## config.mk

```make
export PLATFORM = sky130hd
export DESIGN_NAME = core_run_sequencer
export DESIGN_NICKNAME = d
export VERILOG_FILES = /design/src/rtl/core_run_sequencer.sv
export SDC_FILE = /design/constraint.sdc
export NUM_CORES = 1
export LEC_CHECK = 0
export ABC_AREA = 1
export BUFFER_PORTS_ARGS = -buffer_cell sky130_fd_sc_hd__buf_2
export CORE_UTILIZATION = 54
export DETAILED_ROUTE_END_ITERATION = 12
export HOLD_SLACK_MARGIN = 0.08
export PLACE_DENSITY = 0.81
export SYNTH_ARGS = -nofsm -noshare
export SYNTH_HDL_FRONTEND = slang
export SYNTH_SLANG_ARGS = --single-unit
```

## constraint.sdc

```tcl
create_clock -name CLOCK_50 -period 2.6 [get_ports CLOCK_50]
set_input_delay 0.39 -clock CLOCK_50 [delete_from_list [all_inputs] [get_ports CLOCK_50]]
set_output_delay 0.39 -clock CLOCK_50 [all_outputs]
set_load 0.01 [all_outputs]
```

## src/rtl/core_run_sequencer.sv

```systemverilog
// Sequences a coprocessor core through repeated reset-hold / run / register-dump
// passes, counting run cycles and reporting whether each run ended by halt or by count.
module core_run_sequencer #(
    parameter int unsigned N            = 64,
    parameter int unsigned CNT_W        = 32,
    parameter int unsigned RESET_CYCLES = 2,
    parameter int unsigned DUMP_CYCLES  = 1
) (
    input  logic             CLOCK_50,
    input  logic             reset,
    input  logic             start,
    input  logic             abort,
    input  logic [CNT_W-1:0] run_cycles,
    input  logic [7:0]       num_runs,
    input  logic             halt,
    output logic             core_reset,
    output logic             dump,
    output logic [2:0]       coprocessorIOControl,
    output logic [N-1:0]     coprocessorIODataIn,
    output logic             busy,
    output logic             done,
    output logic [7:0]       run_index,
    output logic [CNT_W-1:0] cycle_count,
    output logic             timeout
);

    localparam logic [2:0] S_IDLE = 3'd0;
    localparam logic [2:0] S_RST  = 3'd1;
    localparam logic [2:0] S_RUN  = 3'd2;
    localparam logic [2:0] S_DUMP = 3'd3;
    localparam logic [2:0] S_DONE = 3'd4;

    // One phase counter serves both the reset-hold and dump windows.
    localparam int unsigned PH_MAX = (RESET_CYCLES > DUMP_CYCLES) ? RESET_CYCLES : DUMP_CYCLES;
    localparam int unsigned PH_W   = (PH_MAX > 1) ? $clog2(PH_MAX) : 1;
    localparam logic [PH_W-1:0] RST_LAST  = PH_W'(RESET_CYCLES - 1);
    localparam logic [PH_W-1:0] DUMP_LAST = PH_W'(DUMP_CYCLES - 1);

    logic [2:0]       state_q, state_d;
    logic [PH_W-1:0]  ph_q, ph_d;
    logic [CNT_W-1:0] rc_q, rc_d;
    logic [7:0]       nr_q, nr_d;
    logic [7:0]       idx_q, idx_d;
    logic [CNT_W-1:0] cnt_q, cnt_d;
    logic             to_q, to_d;
    logic             core_reset_q, dump_q, busy_q, done_q;

    // Next-state and run-bookkeeping decode.
    always_comb begin
        state_d = state_q;
        ph_d    = ph_q;
        rc_d    = rc_q;
        nr_d    = nr_q;
        idx_d   = idx_q;
        cnt_d   = cnt_q;
        to_d    = to_q;
        case (state_q)
            S_IDLE: begin
                if (start && (run_cycles != '0) && (num_runs != '0)) begin
                    state_d = S_RST;
                    ph_d    = '0;
                    rc_d    = run_cycles;
                    nr_d    = num_runs;
                    idx_d   = '0;
                    cnt_d   = '0;
                    to_d    = 1'b0;
                end
            end
            S_RST: begin
                if (abort) begin
                    state_d = S_IDLE;
                end else if (ph_q == RST_LAST) begin
                    state_d = S_RUN;
                    cnt_d   = CNT_W'(1);
                end else begin
                    ph_d = ph_q + PH_W'(1);
                end
            end
            S_RUN: begin
                // Halt outranks a coincident final count.
                if (abort) begin
                    state_d = S_IDLE;
                end else if (halt) begin
                    state_d = S_DUMP;
                    ph_d    = '0;
                    to_d    = 1'b0;
                end else if (cnt_q == rc_q) begin
                    state_d = S_DUMP;
                    ph_d    = '0;
                    to_d    = 1'b1;
                end else begin
                    cnt_d = cnt_q + CNT_W'(1);
                end
            end
            S_DUMP: begin
                if (abort) begin
                    state_d = S_IDLE;
                end else if (ph_q == DUMP_LAST) begin
                    if ((9'(idx_q) + 9'd1) < 9'(nr_q)) begin
                        state_d = S_RST;
                        ph_d    = '0;
                        idx_d   = idx_q + 8'd1;
                        cnt_d   = '0;
                    end else begin
                        state_d = S_DONE;
                    end
                end else begin
                    ph_d = ph_q + PH_W'(1);
                end
            end
            S_DONE: begin
                state_d = S_IDLE;
            end
            default: begin
                state_d = S_IDLE;
            end
        endcase
    end

    // State and registered outputs, decoded from the state being entered.
    always_ff @(posedge CLOCK_50) begin
        if (reset) begin
            state_q      <= S_IDLE;
            ph_q         <= '0;
            rc_q         <= '0;
            nr_q         <= '0;
            idx_q        <= '0;
            cnt_q        <= '0;
            to_q         <= 1'b0;
            core_reset_q <= 1'b1;
            dump_q       <= 1'b0;
            busy_q       <= 1'b0;
            done_q       <= 1'b0;
        end else begin
            state_q      <= state_d;
            ph_q         <= ph_d;
            rc_q         <= rc_d;
            nr_q         <= nr_d;
            idx_q        <= idx_d;
            cnt_q        <= cnt_d;
            to_q         <= to_d;
            core_reset_q <= (state_d == S_IDLE) || (state_d == S_RST) || (state_d == S_DONE);
            dump_q       <= (state_d == S_DUMP);
            busy_q       <= (state_d != S_IDLE);
            done_q       <= (state_d == S_DONE);
        end
    end

    assign core_reset           = core_reset_q;
    assign dump                 = dump_q;
    assign busy                 = busy_q;
    assign done                 = done_q;
    assign run_index            = idx_q;
    assign cycle_count          = cnt_q;
    assign timeout              = to_q;
    assign coprocessorIOControl = '0;
    assign coprocessorIODataIn  = '0;

endmodule

```

==> results.py <==
metrics = {
    "logic_synthesis": {
        "yosysTopAreaCell": "dfxtp_1",
        "synth.most_common_cell": "nand2_1",
        "synthFlopType": "dfxtp_1",
        "netlist_instances": 873,
        "synth_top_area_share_pct": 30.9,
        "synthTopCellsByCount": "193 x nand2_1, 113 x nor2_1, 89 x dfxtp_1, 81 x a21oi_1, 76 x nand3_1",
        "synth-async-reset-ratio_pct": 0,
        "synth_edf_count": 0,
        "syn_area_per_cell_um2": 6.61,
        "synthTopCellsByArea": "dfxtp_1 31%, nand2_1 13%, buf_4 9.5%, nor2_1 7.4%, a21oi_1 7.0%",
        "post_synth_num_cell_types": 37,
        "synthesis.area_um2": 5770,
        "ys_ff_latch": 89,
        "yosysWarnings": 0,
        "seq_area_frac_synth_pct": 30.9,
    },
    "clock_tree": {
        "clk_latency_ps": 360,
        "path_clk_slew_ps": 90,
        "cts_hold_buffers": 0,
        "cts_tree": "built",
        "numCtsBuffers": 9,
        "cts.path.max_buffers": 2,
        "cts_num_sinks": 89,
        "cts_root_buf": "clkbuf_8",
        "cts_max_level": 3,
    },
    "drt": {
        "drcViolationCount": 0,
        "routed_wl_um": 15600,
        "drt-wirelength-per-cell_um": 14.0,
        "viasPerCell": 5.25,
        "drt_pass1_iterations": 5,
        "via_count": 5839,
        "ant_nets": 0,
        "drtIter0Drc": 413,
    },
    "cells_and_area": {
        "post-route-util_pct": 64.5,
        "n_antenna_cell": 0,
        "syn2layout_area_growth_pct": 15.3,
        "num-nets-final": 1026,
        "layout-drive-gt1-share_pct": 20.5,
    },
    "place": {
        "place_ws_ps": -71.0,
        "dp_hpwl_um": 11000,
        "gp_congestion": 0.926,
        "port_buffers": 89,
    },
    "sta": {
        "finalCritPeriodShare_pct": 103,
        "fin_ws_ps": -85.8,
        "final.min_clock_period_ps": 2690,
        "drv_slew": 0,
        "setup_violations": 35,
        "rsz0062_at_grt": "true",
        "clock_skew_ps": 10.4,
        "worst_slew_pin_slew_ps": 745,
        "slew_headroom_pct": 50.3,
        "fmax_ghz": 0.372,
        "hold_violations": 0,
    },
    "floorplan": {
        "num_rows": 37,
        "start_util_pct": 55.9,
        "io_pins": 157,
        "die_width_um": 105,
        "core-area_um2": 10300,
        "die_h_um": 105,
        "design.die.area_um2": 11100,
    },
    "critical_path": {
        "rrSetupSlack_ps": -90,
        "critPathLaunchType": "register",
        "critical_path_class": "register to register",
        "critPathRequiredTime_ps": 2820,
        "worstSetupEndpointType": "register",
        "r2r_cells": 15,
        "rr_startpoint": "run_index[1]",
        "critPathMaxFanout": 31,
        "crit_arrival_ps": 2910,
        "r2r-end": "cycle_count[9]",
    },
    "global_route": {
        "grt_max_degree": 65,
        "grt_overflow": 0,
        "grt_use_total_pct": 27.8,
        "grt_pass1_wl_um": 24700,
        "grt_pass1_vias": 5226,
        "antenna_found_initial": 0,
    },
    "flow_run": {
        "cap_violations": 0,
    },
    "pwr": {
        "ir_worst_vdd_uv": 302,
        "p_total_w": 0.00304,
        "p_per_area_nw_per_um2": 457,
        "leakagePower_nw": 2.77,
    },
    "worst_hold_path": {
        "hold_start": "run_cycles[7]",
        "hp-class": "input port to register",
        "whs_endpoint": "rc_q[7]",
        "min_path_cells": 3,
    },
    "outcome": {
        "status": "finished, violations left",
        "violations": "negative setup slack",
    },
}
[sequential cells by signal, indices dropped and copies added (netlist names)]
signal,count
cycle_count,32
core_reset,1
state_q,3
nr_q,8
run_index,8
done,1
rc_q,32
ph_q,1
dump,1
timeout,1
busy,1
[per-stage QoR]
stage | hold WS [ps] | setup TNS [ps] | instances | instance area [um2]
after floorplan | 435 | 0 | 939 | 6020
after global placement | 452 | 0 | 1085 | 6120
after detailed placement | 461 | -1300 | 1085 | 6120
after CTS | 289 | 0 | 1108 | 6470
after global routing | 289 | -6420 | 1113 | 6650
final | 306 | -1540 | 1113 | 6650
[metal layers]
metal | wire (um) | vias up | share of wire (%) | global-route usage (%)
met1 | 6400 | 2679 | 41 | 36.1
met3 | 1230 | 40 | 7.9 | 3.83
met2 | 7490 | 268 | 48 | 46.0
met4 | 510 | 0 | 3.3 | 12.4
li1 | - | 2852 | - | -
met5 | 0 | - | 0 | 0
[cells by family after synthesis]
group	share of synthesized area [%]
buf+inv	16.8
compound gates	10.7
other cells	0.0650
flops	30.9
xor+xnor	6.83
simple gates	32.8
fa+ha+maj	1.95
[critical path: stages (launching register included)]
cell and delay [ps]:
dfxtp_4 390, ha_4 160, nand3_4 120, nor2_4 150
xor2_2 160, ha_1 280, a21oi_2 160, o21bai_1 80
nor2_1 140, nand2_2 90, nor2_4 150, nor2_4 80
nor2_8 200, nand2_8 160, nand2_1 150, a21oi_2 60
[worst max path at each step]
stage,from,end,cells past startpoint
2_1_floorplan,run_index[0],cycle_count[2],16
3_5_place_dp,run_index[1],cycle_count[24],16
6_report,run_index[1],cycle_count[9],15
5_1_grt,run_index[1],cycle_count[9],15
3_3_place_gp,run_index[1],cycle_count[24],15
4_1_cts,run_index[3],cycle_count[3],17
[power breakdown]
part	total, W	switching (W)	leakage (nW)	internal (W)
registers	0.00147	0.0000451	0.730	0.00142
logic	0.000601	0.000379	1.94	0.000222
clock network	0.000971	0.000527	0.0994	0.000445
[what timing repair did]
item                                   CTS  global route
endpoints found under the hold margin    0             0
resized for setup                       14            48
pin swaps                                3            43
gates cloned                             2             0
setup endpoints to repair               32            40
setup buffers                            5             8
[cell type report]
class / count / area, um2
Timing Repair Buffer: 123 / 759
Sequential cell: 89 / 1800
Clock buffer: 9 / 124
Inverter: 75 / 282
Fill cell: 973 / 3670
Clock inverter: 7 / 70.1
Tap cell: 136 / 170
Multi-Input combinational cell: 674 / 3450
[cells in the final DEF (no fill, tap or decap), types with 2 or more instances in the layout]
master    Yosys  routed
dfxtp_2       0       3
nand4_1      10      10
inv_2         4       5
xor2_1       21      19
o21ai_1       2       3
clkinv_2      0       3
buf_2         4      89
buf_4        73      25
nand3_2       3      13
clkbuf_8      0       9
buf_6         4       7
nor2_1      113     110
ha_1          9       7
nor2_2        2       2
inv_1        70      69
nand2_1     193     192
a21oi_1      81      73
conb_1        1      67
dfxtp_4       0       3
a21o_1        2       2
nand3_1      76      65
o21ai_0      34      32
nor3_2        3       3
nor2_4        4       7
nor3_1       15      15
xnor2_1      24      24
a21oi_2       0       8
ha_4          0       2
dfxtp_1      89      83
nand2_2       5       6
(Power assumes the default switching activity.)
